### src/rtl/arm_write_buffer.sv
// arm_write_buffer: posted-store FIFO in front of the data memory write port, with load forwarding.
// Define ARM_WRITE_BUFFER_COALESCE_EN to merge stores to a word that is already buffered.
module arm_write_buffer #(
   parameter int BusWidth = 32,
   parameter int Depth    = 4
) (
   input  logic                       i_CLK,
   input  logic                       i_RESET_N,
   input  logic                       i_Store_Valid,
   input  logic [BusWidth-1:0]        i_Store_Addr,
   input  logic [BusWidth-1:0]        i_Store_Data,
   output logic                       o_Store_Ready,
   input  logic                       i_Load_Valid,
   input  logic [BusWidth-1:0]        i_Load_Addr,
   output logic [BusWidth-1:0]        o_Load_Data,
   output logic                       o_Load_Hit,
   output logic                       o_Mem_Write_Enable,
   output logic [BusWidth-1:0]        o_Mem_Address,
   output logic [BusWidth-1:0]        o_Mem_Write_Data,
   input  logic [BusWidth-1:0]        i_Mem_Read_Data,
   output logic                       o_Empty,
   output logic                       o_Full,
   output logic [$clog2(Depth+1)-1:0] o_Count
);
   localparam int PtrW  = $clog2(Depth);
   localparam int CntW  = $clog2(Depth+1);
   localparam int WordW = BusWidth - 2;

   logic [WordW-1:0]    entryAddr_q [Depth];
   logic [BusWidth-1:0] entryData_q [Depth];
   logic [PtrW-1:0]     head_q, head_d;
   logic [PtrW-1:0]     tail_q, tail_d;
   logic [CntW-1:0]     count_q, count_d;

   logic [WordW-1:0] storeWord;
   logic [WordW-1:0] loadWord;
   logic             full;
   logic             empty;
   logic             drain;
   logic             accept;
   logic             alloc;
   logic             coalesce;
   logic             loadMatch;
   logic [PtrW-1:0]  loadIdx;
   logic             unusedAddrBits;

   assign storeWord      = i_Store_Addr[BusWidth-1:2];
   assign loadWord       = i_Load_Addr[BusWidth-1:2];
   assign unusedAddrBits = ^{i_Store_Addr[1:0], i_Load_Addr[1:0]};

   assign full  = (count_q == CntW'(Depth));
   assign empty = (count_q == '0);
   assign drain = !i_Load_Valid && !empty;

   // Entries are walked oldest to youngest, so the last match found is the youngest one.
   always_comb begin
      logic [PtrW-1:0] idx;
      idx       = '0;
      loadMatch = 1'b0;
      loadIdx   = '0;
      for (int k = 0; k < Depth; k++) begin
         idx = head_q + PtrW'(k);
         if (CntW'(k) < count_q && entryAddr_q[idx] == loadWord) begin
            loadMatch = 1'b1;
            loadIdx   = idx;
         end
      end
   end

`ifdef ARM_WRITE_BUFFER_COALESCE_EN
   logic            storeMatch;
   logic [PtrW-1:0] storeIdx;

   always_comb begin
      logic [PtrW-1:0] idx;
      idx        = '0;
      storeMatch = 1'b0;
      storeIdx   = '0;
      for (int k = 0; k < Depth; k++) begin
         idx = head_q + PtrW'(k);
         if (CntW'(k) < count_q && entryAddr_q[idx] == storeWord) begin
            storeMatch = 1'b1;
            storeIdx   = idx;
         end
      end
   end

   // A head entry leaving this cycle cannot absorb the store; it gets a fresh slot instead.
   assign coalesce      = storeMatch && !(drain && storeIdx == head_q);
   assign o_Store_Ready = !full || coalesce;
`else
   assign coalesce      = 1'b0;
   assign o_Store_Ready = !full;
`endif

   assign accept = i_Store_Valid && o_Store_Ready;
   assign alloc  = accept && !coalesce;

   always_comb begin
      head_d  = drain ? head_q + PtrW'(1) : head_q;
      tail_d  = alloc ? tail_q + PtrW'(1) : tail_q;
      count_d = count_q;
      if (alloc && !drain) begin
         count_d = count_q + CntW'(1);
      end else if (drain && !alloc) begin
         count_d = count_q - CntW'(1);
      end
   end

   always_ff @(posedge i_CLK or negedge i_RESET_N) begin
      if (!i_RESET_N) begin
         head_q  <= '0;
         tail_q  <= '0;
         count_q <= '0;
      end else begin
         head_q  <= head_d;
         tail_q  <= tail_d;
         count_q <= count_d;
      end
   end

   // Entry payloads carry no reset; occupancy alone decides which entries are meaningful.
   always_ff @(posedge i_CLK) begin
      if (alloc) begin
         entryAddr_q[tail_q] <= storeWord;
         entryData_q[tail_q] <= i_Store_Data;
      end
`ifdef ARM_WRITE_BUFFER_COALESCE_EN
      else if (accept) begin
         entryData_q[storeIdx] <= i_Store_Data;
      end
`endif
   end

   always_comb begin
      o_Mem_Address = i_Load_Addr;
      if (drain) begin
         o_Mem_Address = {entryAddr_q[head_q], 2'b00};
      end
   end

   assign o_Mem_Write_Enable = drain;
   assign o_Mem_Write_Data   = entryData_q[head_q];
   assign o_Load_Hit         = i_Load_Valid && loadMatch;
   assign o_Load_Data        = o_Load_Hit ? entryData_q[loadIdx] : i_Mem_Read_Data;

   assign o_Empty = empty;
   assign o_Full  = full;
   assign o_Count = count_q;

endmodule

### config.mk
export PLATFORM = sky130hd
export DESIGN_NAME = arm_write_buffer
export DESIGN_NICKNAME = d
export VERILOG_FILES = /design/src/rtl/arm_write_buffer.sv
export SDC_FILE = /design/constraint.sdc
export NUM_CORES = 1
export LEC_CHECK = 0
export CORE_ASPECT_RATIO = 0.9
export CORE_MARGIN = 2
export CORE_UTILIZATION = 40
export CTS_BUF_LIST = sky130_fd_sc_hd__clkbuf_16
export DETAILED_ROUTE_END_ITERATION = 16
export PLACE_DENSITY = 0.7
export SYNTH_ARGS = -nofsm -noshare
export SYNTH_HDL_FRONTEND = slang
export SYNTH_SLANG_ARGS = --single-unit
### constraint.sdc
create_clock -name i_CLK -period 6.2 [get_ports i_CLK]
set_input_delay 1.24 -clock i_CLK [delete_from_list [all_inputs] [get_ports i_CLK]]
set_output_delay 1.24 -clock i_CLK [all_outputs]
set_load 0.01 [all_outputs]
# Word-level counts from Yosys, hierarchy flattened
# Memory sizes are Yosys's and may differ from the RTL's.
# Index checks and enable logic that the tools add are counted.
dict set report totals {
  output_inout_bits 104
  mem_bits_rw 248
  n_memories 2
  regBits 7
  input_bits 132
}
# memory words word_bits rd rd_clocked_by_memory_dff write_ports line
set mem_list {}
lappend mem_list {entryData_q 4 32 2 0 1 30} ;# logic [BusWidth-1:0] entryData_q [Depth];
lappend mem_list {entryAddr_q 4 30 4 0 1 29} ;# logic [WordW-1:0] entryAddr_q [Depth];
dict set report op_classes {
  add_sub_neg 6
  eq_ne 5
  n_mux 14
  reduce_logical 16
  order_cmp 4
}
# op n
set ops {}
lappend ops {{30-bit equality test} 4}
lappend ops {{32-bit two-way mux} 2}
lappend ops {{1-bit logical AND} 9}
lappend ops {{2-bit two-way mux} 4}
lappend ops {{1-bit by 3-bit < comparator with 1-bit output (first input constant)} 2}
lappend ops {{2-bit by 3-bit < comparator with 1-bit output (first input constant)} 2}
lappend ops {{1-bit two-way mux} 6}
lappend ops {{3-bit two-way mux} 2}
lappend ops {{1-bit logical NOT} 5}
lappend ops {{2-bit by 1-bit adder with 2-bit output (second input constant)} 2}
lappend ops {{2-bit adder (second input constant)} 2}
lappend ops {{3-bit by 1-bit adder with 3-bit output (second input constant)} 1}
lappend ops {{3-bit equality test (second input constant)} 1}
lappend ops {{3-bit logical NOT} 1}
lappend ops {{3-bit by 1-bit subtractor with 3-bit output (second input constant)} 1}
lappend ops {{2-bit nonzero test} 1}

# Depth between registers and ports, before layout
# Gate-level depths: netlist (run 1).
# An unclocked memory read counts as a cell.
dict set report logic_depth {
  ltp_word 9
  mapped_depth 18
  ltp_nobuf 12
}

# Worst setup path before layout (run 1)
# OpenSTA, ideal clock, no wires.
dict set report synth_timing {
  path_kind {input -> output}
  start {in i_Load_Addr[5]}
  end {out o_Load_Data[30]}
  path_buffers 4
  slack_ns 0.974
  required_time_ns 4.960
  cell_stages 12
  arrival_ns 3.986
  cell_sequence {clkbuf_1 -> xnor2_1 -> or4_1 -> a22oi_1 -> nand4_1 -> or2_1 -> clkbuf_1 -> buf_2 -> buf_2 -> a41oi_1 -> nor2_1 -> a21oi_1}
}
dict set report synth_via {
  elab_chain_len 8
}
# element line
set synth_lines {}
lappend synth_lines {{start: declaration} 14} ;# input logic [BusWidth-1:0] i_Load_Addr,
lappend synth_lines {{30-bit equality test} 63} ;# if (CntW'(k) < count_q && entryAddr_q[idx] == loadWord) begin
lappend synth_lines {{1-bit logical AND} 63}
lappend synth_lines {{1-bit two-way mux (3 in a row)} 63}
lappend synth_lines {{1-bit two-way mux *} 63}
lappend synth_lines {{1-bit logical AND *} 144} ;# assign o_Load_Hit = i_Load_Valid && loadMatch;
lappend synth_lines {{net o_Load_Hit} 16} ;# output logic o_Load_Hit,
lappend synth_lines {{32-bit two-way mux *} 145} ;# assign o_Load_Data = o_Load_Hit ? entryData_q[loadIdx] : i_Mem_Read_Data;
lappend synth_lines {{end: declaration} 15} ;# output logic [BusWidth-1:0] o_Load_Data,
# Mark *: on every way through the listed nets, which the timed path passes. The rest lies on a longest branch.

# Final worst setup path (run 1)
dict set report layout_timing {
  start {reg head_q[0]}
  end {out o_Load_Data[5]}
}
dict set report layout_via {
  elab_chain_len 9
}
# element line
set layout_lines {}
lappend layout_lines {{start: declaration} 31} ;# logic [PtrW-1:0] head_q, head_d;
lappend layout_lines {{start signal: assignment} 112} ;# head_q <= '0;
lappend layout_lines {{start signal: assignment} 116} ;# head_q <= head_d;
lappend layout_lines {{2-bit by 1-bit adder with 2-bit output / memory read 4 x 30 bit (equally long branches)} n/a}
lappend layout_lines {{memory read 4 x 30 bit / 30-bit equality test (equally long branches)} n/a}
lappend layout_lines {{30-bit equality test / 1-bit logical AND (equally long branches)} 63}
lappend layout_lines {{1-bit logical AND, or another cell as far along} 63}
lappend layout_lines {{2-bit two-way mux / 1-bit two-way mux (equally long branches) (3 in a row)} 63}
lappend layout_lines {{memory read 4 x 32 bit / 1-bit logical AND (equally long branches)} n/a}
lappend layout_lines {{32-bit two-way mux *} 145}
# Every way passes the cells marked *; elsewhere a longest branch is shown, timed or not.

==> results_dict.tcl, run 1 <==
set metrics [dict create \
    reg2reg_depth 5 \
    timing.critical_path.required_ns 4.96 \
    setup_viol 0 \
    timing_worst_slew_pin_value_ns 1.14 \
    vias 16200 \
    final_min_period_over_clock_period 0.999 \
    min_path_type "reg2reg" \
    slew-limit-headroom 0.243 \
    finish.instance_area_um2 24000 \
    post-synth-top-area-cell "edfxtp_1" \
    number_of_buffers_created_by_cts 30 \
    post_route_cells_drive_above_1_share 0.214 \
    crit_family "buffers and inverters" \
    synth_edf_count 248 \
    route.detailed.vias_per_inst 6.14 \
    min_delay_worst_endpoint "o_Count[1]" \
    worst_ep_arrival_time_ns 4.95 \
    drt_pre_antenna_iters 7 \
    synthDistinctLibCells 77 \
    design.core.area_um2 45200 \
    overflow 0 \
    gp_routability_congestion 0.980 \
    cell_count_after_synthesis 1681 \
    postSynth.topFlopCell "edfxtp_1" \
    worst_hold_path_depth 2 \
    yosysTopAreaCellShare 0.408 \
    critical_hold_path_startpoint "o_Count[1]" \
    synth.top_cells.by_area "edfxtp_1 (41%), mux4_2 (12%), mux2i_1 (8.0%)" \
    dp_worst_setup_slack_ns -0.344 \
    pin_count 236 \
    drv_slew 0 \
    maximum_number_of_pins_on_one_net_before_global_route_repair 105 \
    type_of_element_launching_the_critical_path "flip-flop" \
    clock_skew_ns 0.0116 \
    synthArstFlopShare 0.0275 \
    antenna_violating_nets_post_route 0 \
    die_height_um 207 \
    synth.yosys.seq_area_share 0.418 \
    finalHoldViolations 0 \
    width_of_the_die_um 229 \
    max-vdd-ir-drop_mv 0.333 \
    root_buffer "clkbuf_16" \
    slowest_delay_ns 0.56 \
    ff2ff_setup_slack_ns 3.49 \
    routed_wl_um 62700 \
    htree_levels 1 \
    first_global_vias 15700 \
    cp_cell_instances "buf_12, buf_4, buf_16, mux4_2, xnor2_2, buf_4, nand4_1, or3_4, o31ai_2, o32a_1, o221ai_4, buf_4, buf_6, buf_4, buf_4, or2_1, a31oi_1, dlygate4sd2_1" \
    syn-mean-instance-area_um2 10.8 \
    cts.reportedPaths.clkPinSlew_ns 0.06 \
    most_common_cell_after_layout_fill_and_taps_aside "edfxtp_1" \
    initial_core_util 0.404 \
    post-route-util 0.531 \
    timing.final.crit_period_ns 6.19 \
    initial_drc_count 1777 \
    tritoncts "done" \
    detailed_place_hpwl_um 42800 \
    final_nets 2138 \
    placement_rows 74 \
    critical_path_s_most_frequent_cell "buf_4" \
    setup_ws_ns 0.00549 \
    maximum_achievable_frequency_mhz 161 \
    ctsHoldBuffers 0 \
    die_area_um2 47300 \
    cellPowerDensity_nw_per_um2 448 \
    dr_drc_count 0 \
    timing.critical_path.to_type "output pin" \
    netlist_area_um2 18200 \
    cp_slowest_cell "mux4_2" \
    static_leakage_nw 8.63 \
    mappedNetlistNets 1822 \
    area_growth_pct 31.5 \
    number_of_buffers_and_inverters_on_the_critical_path 9 \
    commonest_cells_after_routing_fill_and_taps_aside "edfxtp_1 (248), nand2_1 (220), clkdlybuf4s50_1 (199)" \
    dpl_cell_area_um2 22200 \
    timing.rr.end "entryAddr_q[3][16]" \
    outcome "complete, no violations" \
    clk_path_buf_depth 3 \
    r2r_start "o_Count[0]" \
    grt_pass1_wl_um 94100 \
    clock_sink_count 255 \
    wire_per_inst_um 23.8 \
    synthesis.yosys.warnings 0 \
    port_buffers 233 \
    antenna_violations_before_repair 4 \
    crit_fanout 12 \
    hold-worst-slack_ns 0.635 \
    rsz0062_at_grt "yes" \
    cap_violations 0 \
    clock_latency_ns 0.57 \
    fin_total_pwr_w 0.0108 \
    yosys_register_bits 255 \
    grt_usage 0.258 \
    critPathKind "reg2out" \
]
## metrics by stage
stage / TNS (ns) / std cells
final: 0 / 2631
after floorplan: 0 / 1681
after CTS: -0.166 / 2622
after global routing: -0.259 / 2629
after global placement: -6.77 / 2542
after detailed placement: -7.92 / 2542
## cells in the mapped netlist (34+ instances only)
cell type / instances
clkbuf_1: 89
nor2_1: 69
a31oi_1: 34
nand2_1: 221
mux4_2: 94
a21o_1: 34
o21ai_0: 51
a21oi_1: 47
mux2i_1: 146
o211ai_1: 36
nand3_1: 67
xnor2_1: 85
nand4_1: 94
edfxtp_1: 248
## state kept, by name (all words and copies together) (netlist names)
name / cells
head_q: 2
entryData_q: 128
o_Count: 3
tail_q: 2
entryAddr_q: 120
## routing by layer
metal | part of all wire | routed length, µm | vias up | track usage
li1 | - | - | 7204 | -
met1 | 0.43 | 26800 | 7973 | 0.362
met2 | 0.45 | 28400 | 832 | 0.406
met3 | 0.088 | 5530 | 135 | 0.0471
met4 | 0.031 | 1910 | 6 | 0.0879
met5 | 0.00067 | 42 | - | 0
## layout make-up
class / count / area [µm²]
multi-input cells: 1250 / 10000
well taps: 608 / 761
repair buffers: 444 / 4370
flip-flops and latches: 255 / 7630
inverters: 16 / 67.6
diodes: 2 / 5.00
clock inverters: 25 / 344
fillers: 3909 / 21200
clock buffers: 31 / 776
## timing repair
action	4_1_cts	5_1_grt
pin swaps	7	9
gates cloned	6	0
setup buffers	18	7
endpoints found under the setup margin	33	32
resized for setup	47	50
## cell families after synthesis
group,count (synthesis),share of synthesized area
XOR/XNOR,107,0.0514
buffers and inverters,176,0.0450
AND/OR/NAND/NOR,523,0.138
adder cells (fa/ha/maj),9,0.00617
multiplexers,255,0.205
AO/OA/AOI/OAI,356,0.136
flip-flops,255,0.418
## report_power, final
part           switching [W]  leakage [nW]  total, W  internal (W)
Combinational        0.00338          5.74   0.00624       0.00285
Sequential          0.000234          2.35   0.00253       0.00230
Clock               0.000743         0.538   0.00198       0.00124
Total                0.00436          8.63    0.0108       0.00639
## worst reg2reg max path, delay by kind of cell, from the launching register on
| family | cells | cell delay [ns] |
|---|---|---|
| DFF | 1 | 0.50 |
| and+or+nand+nor | 2 | 0.79 |
| adders and majority gates | 1 | 0.22 |
| buffers and inverters | 2 | 0.80 |
## worst max-delay path by stage
stage | from | to | slack (ns) | depth (start not counted)
6_report | head_q[0] | o_Load_Data[5] | 0.005 | 18
5_1_grt | i_Load_Addr[6] | o_Load_Data[25] | -0.16 | 14
4_1_cts | head_q[0] | o_Load_Data[11] | -0.07 | 16
3_5_place_dp | i_Load_Addr[23] | o_Load_Data[30] | -0.34 | 12
3_3_place_gp | i_Load_Addr[23] | o_Load_Data[28] | -0.29 | 15
2_1_floorplan | i_Load_Addr[5] | o_Load_Data[30] | 0.97 | 12
Note: power is estimated with default switching activity, not from simulation.
==> run 2: changes to the inputs <==
Settings changed: CORE_UTILIZATION 40 to 51, PLACE_DENSITY 0.7 to 0.84.
==> run 2 against run 1 <==
Core utilization rose by 14 points. Die area fell by 21%. Setup slack improved by 0.082 ns. Critical endpoint is now o_Load_Data[21].
==> results_dict.tcl, run 2 (synthesis results as in run 1) <==
set metrics [dict create \
    finalHoldViolations 0 \
    wire_per_inst_um 24.5 \
    timing_worst_slew_pin_value_ns 1.24 \
    crit_family "buffers and inverters" \
    width_of_the_die_um 203 \
    outcome "complete, no violations" \
    area_growth_pct 29.2 \
    gp_routability_congestion 0.994 \
    number_of_buffers_and_inverters_on_the_critical_path 7 \
    highest-signal-layer "met5" \
    dr_drc_count 0 \
    first_global_vias 15600 \
    setup_viol 0 \
    drv_slew 0 \
    dp_worst_setup_slack_ns -0.248 \
    placement_rows 65 \
    crit_fanout 8 \
    drt_pre_antenna_iters 6 \
    grt_usage 0.319 \
    cts.reportedPaths.clkPinSlew_ns 0.06 \
    setup_ws_ns 0.0875 \
    die_area_um2 37300 \
    clock_skew_ns 0.0158 \
    die_height_um 183 \
    place.detailed.instances 2412 \
    commonest_cells_after_routing_fill_and_taps_aside "edfxtp_1 (248), nand2_1 (221), clkdlybuf4s50_1 (198)" \
    timing.critical_path.required_ns 4.96 \
    cellPowerDensity_nw_per_um2 433 \
    post-route-util 0.670 \
    final_min_period_over_clock_period 0.986 \
    min_path_type "reg2reg" \
    wl_met2_um 28400 \
    cap_violations 0 \
    maximum_achievable_frequency_mhz 164 \
    route.detailed.vias_per_inst 6.55 \
    most_common_cell_after_layout_fill_and_taps_aside "edfxtp_1" \
    final_cell_count_no_fill 2496 \
    vias 16400 \
    post_route_cells_drive_above_1_share 0.207 \
    timing.critical_path.to_type "output pin" \
    root_buffer "clkbuf_16" \
    worst_ep_arrival_time_ns 4.87 \
    clock_latency_ns 0.56 \
    slew-limit-headroom 0.174 \
    rsz0062_at_grt "no" \
    initial_drc_count 2087 \
    critical_path_s_most_frequent_cell "buf_4" \
    worst_hold_path_depth 1 \
    registers.top_by_ff_count "entryData_q" \
    timing.rr.end "entryData_q[1][22]" \
    routed_wl_um 61200 \
    ctsHoldBuffers 0 \
    grt_pass1_wl_um 91500 \
    overflow 0 \
    clk_path_buf_depth 3 \
    design.core.area_um2 35100 \
    static_leakage_nw 8.63 \
    antenna_violating_nets_post_route 0 \
    port_buffers 233 \
    maximum_number_of_pins_on_one_net_before_global_route_repair 113 \
    final_nets 2145 \
    tritoncts "done" \
    wl_met3_um 6120 \
    flip_flop_count_of_the_largest_register_all_copies_and_words_added 128 \
    timing.final.crit_period_ns 6.11 \
    clock_sink_count 255 \
    htree_levels 1 \
    fillCellCount 2606 \
    reg2reg_depth 5 \
    ff2ff_setup_slack_ns 3.51 \
    antenna_violations_before_repair 3 \
    detail_route.wirelength.met1_um 24800 \
    initial_core_util 0.519 \
    critical_hold_path_startpoint "o_Count[0]" \
    r2r_start "o_Count[1]" \
    slowest_delay_ns 0.52 \
    detailed_place_hpwl_um 42700 \
    cp_slowest_cell "clkdlybuf4s50_1" \
    min_delay_worst_endpoint "o_Count[0]" \
    pin_count 236 \
    finish.instance_area_um2 23600 \
    critPathKind "in2out" \
    cp_cell_instances "clkdlybuf4s50_1, buf_4, xor2_1, mux2i_1, nor4_1, nand4_1, buf_4, nor2_2, o32a_1, o221ai_4, buf_12, buf_4, buf_12, o21bai_1, a31oi_1, dlygate4sd2_1" \
    max-vdd-ir-drop_mv 0.333 \
    dpl_cell_area_um2 22100 \
    type_of_element_launching_the_critical_path "input pin" \
    number_of_buffers_created_by_cts 28 \
]
[run 2: cell types whose count changed in the layout (fill, tap and decap cells not counted), sizes merged]
cell | before | now
clkinv | 11 | 10
clkdlybuf4s15 | 2 | 3
buf | 206 | 216
dlymetal6s2s | 11 | 22
bufinv | 8 | 2
a31o | 3 | 4
clkdlybuf4s50 | 199 | 198
clkbuf | 36 | 33
clkinvlp | 5 | 1
dlygate4sd2 | 16 | 8
diode | 2 | 1
inv | 17 | 26
bufbuf | 5 | 1
[run 2: power breakdown]
group	leakage, nW	internal, W	switching, W
Combinational	5.81	0.00273	0.00333
Sequential	2.35	0.00230	0.000250
Clock	0.469	0.000921	0.000675
Total	8.63	0.00595	0.00426
[run 2: per-layer routing]
| layer | vias up | track usage |
|---|---|---|
| met1 | 8066 | 0.447 |
| met4 | 2 | 0.0952 |
| met2 | 942 | 0.511 |
| met5 | - | 0 |
| met3 | 134 | 0.0576 |
| li1 | 7211 | - |
[run 2: cell type report]
class	instances	area, µm²	area share
antenna	1	2.50	0.000106
clock buffer	29	726	0.0308
clock inverter	23	150	0.00637
inverter	16	62.6	0.00266
multi-input combinational	1251	10000	0.426
sequential	255	7630	0.324
tap	469	587	0.0249
timing repair buffer	452	4360	0.185
[run 2: worst max path at each step]
stage                          from         endpoint  slack (ns)  depth (start not counted)
floorplan            i_Load_Addr[5]  o_Load_Data[30]        0.97                         12
global placement    i_Load_Addr[23]  o_Load_Data[29]       -0.19                         14
detailed placement  i_Load_Addr[23]  o_Load_Data[25]       -0.25                         14
CTS                 i_Load_Addr[23]  o_Load_Data[27]      -0.007                         15
global route        i_Load_Addr[23]  o_Load_Data[21]      0.0003                         17
finish               i_Load_Addr[6]  o_Load_Data[21]        0.09                         16
[run 2: repair_timing]
| item | CTS | global route |
|---|---|---|
| setup endpoints to repair | 32 | 29 |
| cloned | 1 | 3 |
| pin swaps | 7 | 9 |
| gates resized for setup | 29 | 55 |
| buffers inserted | 11 | 16 |
[run 2: through the flow]
| step | total power [W] | setup TNS, ns | hold slack [ns] |
|---|---|---|---|
| after floorplan | 0.00608 | 0 | 0.580 |
| final | 0.0102 | 0 | 0.651 |
| after global placement | 0.00811 | -4.25 | 0.590 |
| after CTS | 0.0100 | -0.0130 | 0.645 |
| after global routing | 0.0107 | 0 | 0.690 |
| after detailed placement | 0.00826 | -5.21 | 0.628 |
[run 2: worst reg2reg max path, delay by kind of cell (launching register included)]
family | cells | cell delay [ns]
flip-flops | 1 | 0.49
AND/OR/NAND/NOR | 2 | 0.80
buffers and inverters | 2 | 0.78
adder cells (fa/ha/maj) | 1 | 0.22
==> run 3: changes to the inputs <==
Settings changed: ABC_AREA from default to 1, PLACE_DENSITY 0.84 to 0.85, SKIP_CTS_REPAIR_TIMING from default to 1.
==> run 3 against run 2 <==
Total power is 7.1% lower. Highest routed layer is now met4. Sequential power fell by 3%. Sequential share of layout area grew 5.9 points. Hold slack lost 0.069 ns. Critical path depth is 6 higher. Core utilization fell by 4.3 points. Via count increased by 2.6%. Largest power group unchanged. Fmax rose by 2.5%. First-iteration DRC count rose by 5.6%. Count of clock-buffer cells in the layout decreased by 2. Setup slack better by 0.15 ns.
==> results_dict.tcl, run 3 <==
set metrics [dict create \
    outcome "complete, no violations" \
    initial_core_util 0.515 \
    clock_sink_count 255 \
    clk_path_buf_depth 3 \
    gp_routability_congestion 0.954 \
    synth_edf_count 248 \
    registers.top_by_ff_count "entryData_q" \
    place.detailed.instances 2809 \
    design.core.area_um2 31700 \
    static_leakage_nw 8.85 \
    worst_ep_arrival_time_ns 4.72 \
    dr_drc_count 0 \
    worst_hold_path_depth 1 \
    cellPowerDensity_nw_per_um2 476 \
    die_height_um 174 \
    cp_cell_instances "inv_8, nand2_1, nand2_2, buf_6, nand2_1, nand2_1, o21ai_0, nor2_1, nand2_1, nor2_1, inv_2, nor2_1, nand2_1, nand2_1, nand2_2, nand2_2, buf_12, nand2_1, nand3_1, nand3_1, nand2_1, clkdlybuf4s50_1" \
    timing.rr.end "entryAddr_q[2][8]" \
    detailed_place_hpwl_um 36200 \
    final_nets 2567 \
    synthArstFlopShare 0.0275 \
    grt_pass1_wl_um 82700 \
    grt_usage 0.315 \
    postSynth.topFlopCell "edfxtp_1" \
    overflow 0 \
    post-synth-top-area-cell "edfxtp_1" \
    ff2ff_setup_slack_ns 3.08 \
    placement_rows 62 \
    vias 16800 \
    setup_viol 0 \
    timing.final.crit_period_ns 5.96 \
    cell_count_after_synthesis 2245 \
    grtUsageMet1 0.437 \
    cp_slowest_cell "dfrtp_4" \
    antenna_violations_before_repair 2 \
    pin_count 236 \
    clock_latency_ns 0.57 \
    yosys_register_bits 255 \
    tritoncts "done" \
    global_route.usage.met2 0.494 \
    yosysTopAreaCellShare 0.456 \
    grt.met3_usage 0.0520 \
    finalHoldViolations 0 \
    critical_path_s_most_frequent_cell "nand2_1" \
    maximum_number_of_pins_on_one_net_before_global_route_repair 129 \
    timing.critical_path.to_type "output pin" \
    crit_fanout 45 \
    cts.reportedPaths.clkPinSlew_ns 0.06 \
    slew-limit-headroom 0.267 \
    most_common_cell_after_layout_fill_and_taps_aside "nand2_1" \
    timing_worst_slew_pin_value_ns 1.10 \
    slowest_delay_ns 0.60 \
    r2r_start "o_Count[0]" \
    commonest_cells_after_routing_fill_and_taps_aside "nand2_1 (981), nand3_1 (519), edfxtp_1 (248)" \
    max-vdd-ir-drop_mv 0.470 \
    mappedNetlistNets 2386 \
    drt_pre_antenna_iters 6 \
    die_area_um2 33500 \
    post_synth_most_frequent_cells "nand2_1 (983), nand3_1 (519), edfxtp_1 (248)" \
    rsz0062_at_grt "no" \
    grt-busiest-layer "met2" \
    critPathLaunch "head_q[0]" \
    reg2reg_depth 6 \
    post_route_cells_drive_above_1_share 0.0384 \
    route.detailed.vias_per_inst 5.86 \
    synthesis.yosys.warnings 0 \
    root_buffer "clkbuf_16" \
    antenna_violating_nets_post_route 0 \
    htree_levels 1 \
    cap_violations 0 \
    synth.top_cells.by_area "edfxtp_1 (46%), nand2_1 (23%), nand3_1 (16%)" \
    maximum_achievable_frequency_mhz 168 \
    width_of_the_die_um 193 \
    post-route-util 0.627 \
    flip_flop_count_of_the_largest_register_all_copies_and_words_added 128 \
    type_of_element_launching_the_critical_path "flip-flop" \
    number_of_buffers_created_by_cts 27 \
    port_buffers 233 \
    first_global_vias 15700 \
    critical_path_destination "o_Load_Data[8]" \
    area_growth_pct 21.8 \
    final_min_period_over_clock_period 0.962 \
    final_cell_count_no_fill 2864 \
    netlist_area_um2 16300 \
    drv_slew 0 \
    syn-mean-instance-area_um2 7.28 \
    clock_skew_ns 0.0204 \
    fin_total_pwr_w 0.00948 \
    min_path_type "reg2reg" \
    routed_wl_um 54500 \
    synth.yosys.seq_area_share 0.466 \
    synthDistinctLibCells 28 \
    initial_drc_count 2204 \
    wire_per_inst_um 19.0 \
    critPathKind "reg2out" \
    synthMostInstantiatedCell "nand2_1" \
    timing.critical_path.required_ns 4.96 \
]
-- run 3: layout make-up --
class | count | area [µm²]
fillers | 2704 | 11800
flip-flops and latches | 255 | 7630
multi-input cells | 1733 | 7610
repair buffers | 271 | 2770
clock buffers | 27 | 676
inverters | 138 | 526
well taps | 416 | 520
clock inverters | 22 | 165
diodes | 2 | 5.00
-- run 3: report_power, final --
part / internal [W] / switching (W)
Combinational: 0.00181 / 0.00363
Clock: 0.000874 / 0.000682
Sequential: 0.00229 / 0.000194
Total: 0.00497 / 0.00451
-- run 3: worst max-delay path: cells and delay by family, from the launching register on --
| kind | cells | cell delay [ns] |
|---|---|---|
| buf+inv | 5 | 1.33 |
| simple gates | 16 | 1.99 |
| flops | 1 | 0.60 |
| compound gates | 1 | 0.20 |
-- run 3: how the worst min path moves through the flow --
stage,start,to
detailed placement,o_Count[1],o_Count[1]
global placement,o_Count[1],o_Count[1]
floorplan,o_Count[1],o_Count[1]
finish,o_Count[0],o_Count[0]
global route,o_Count[1],o_Count[1]
CTS,o_Count[1],o_Count[1]
-- run 3: metal layers --
layer / wire [µm] / up-vias / part of all wire
met5: 0 / - / 0
met4: 2140 / 0 / 0.039
met3: 6860 / 159 / 0.13
met2: 24500 / 1133 / 0.45
met1: 21000 / 7641 / 0.39
li1: - / 7842 / -
-- run 3: kinds of logic (layout without fill, tap and decap cells) --
kind of cell | Yosys count | count (layout) | synth area share
AND/OR/NAND/NOR | 1607 | 1608 | 0.412
buffers and inverters | 258 | 458 | 0.0711
flip-flops | 255 | 255 | 0.466
AO/OA/AOI/OAI | 105 | 105 | 0.0379
XOR/XNOR | 11 | 11 | 0.00590
adder cells (fa/ha/maj) | 9 | 9 | 0.00689
other | 0 | 2 | 0
-- run 3: metrics by stage --
stage	hold slack (ns)	instance area (µm²)	TNS (ns)	setup slack (ns)
after floorplan	0.565	16300	0	1.74
after global placement	0.555	19000	0	0.452
after detailed placement	0.558	19000	0	0.400
after CTS	0.579	19800	-0.0361	-0.0188
after global routing	0.617	19900	0	0.0179
final	0.583	19900	0	0.238
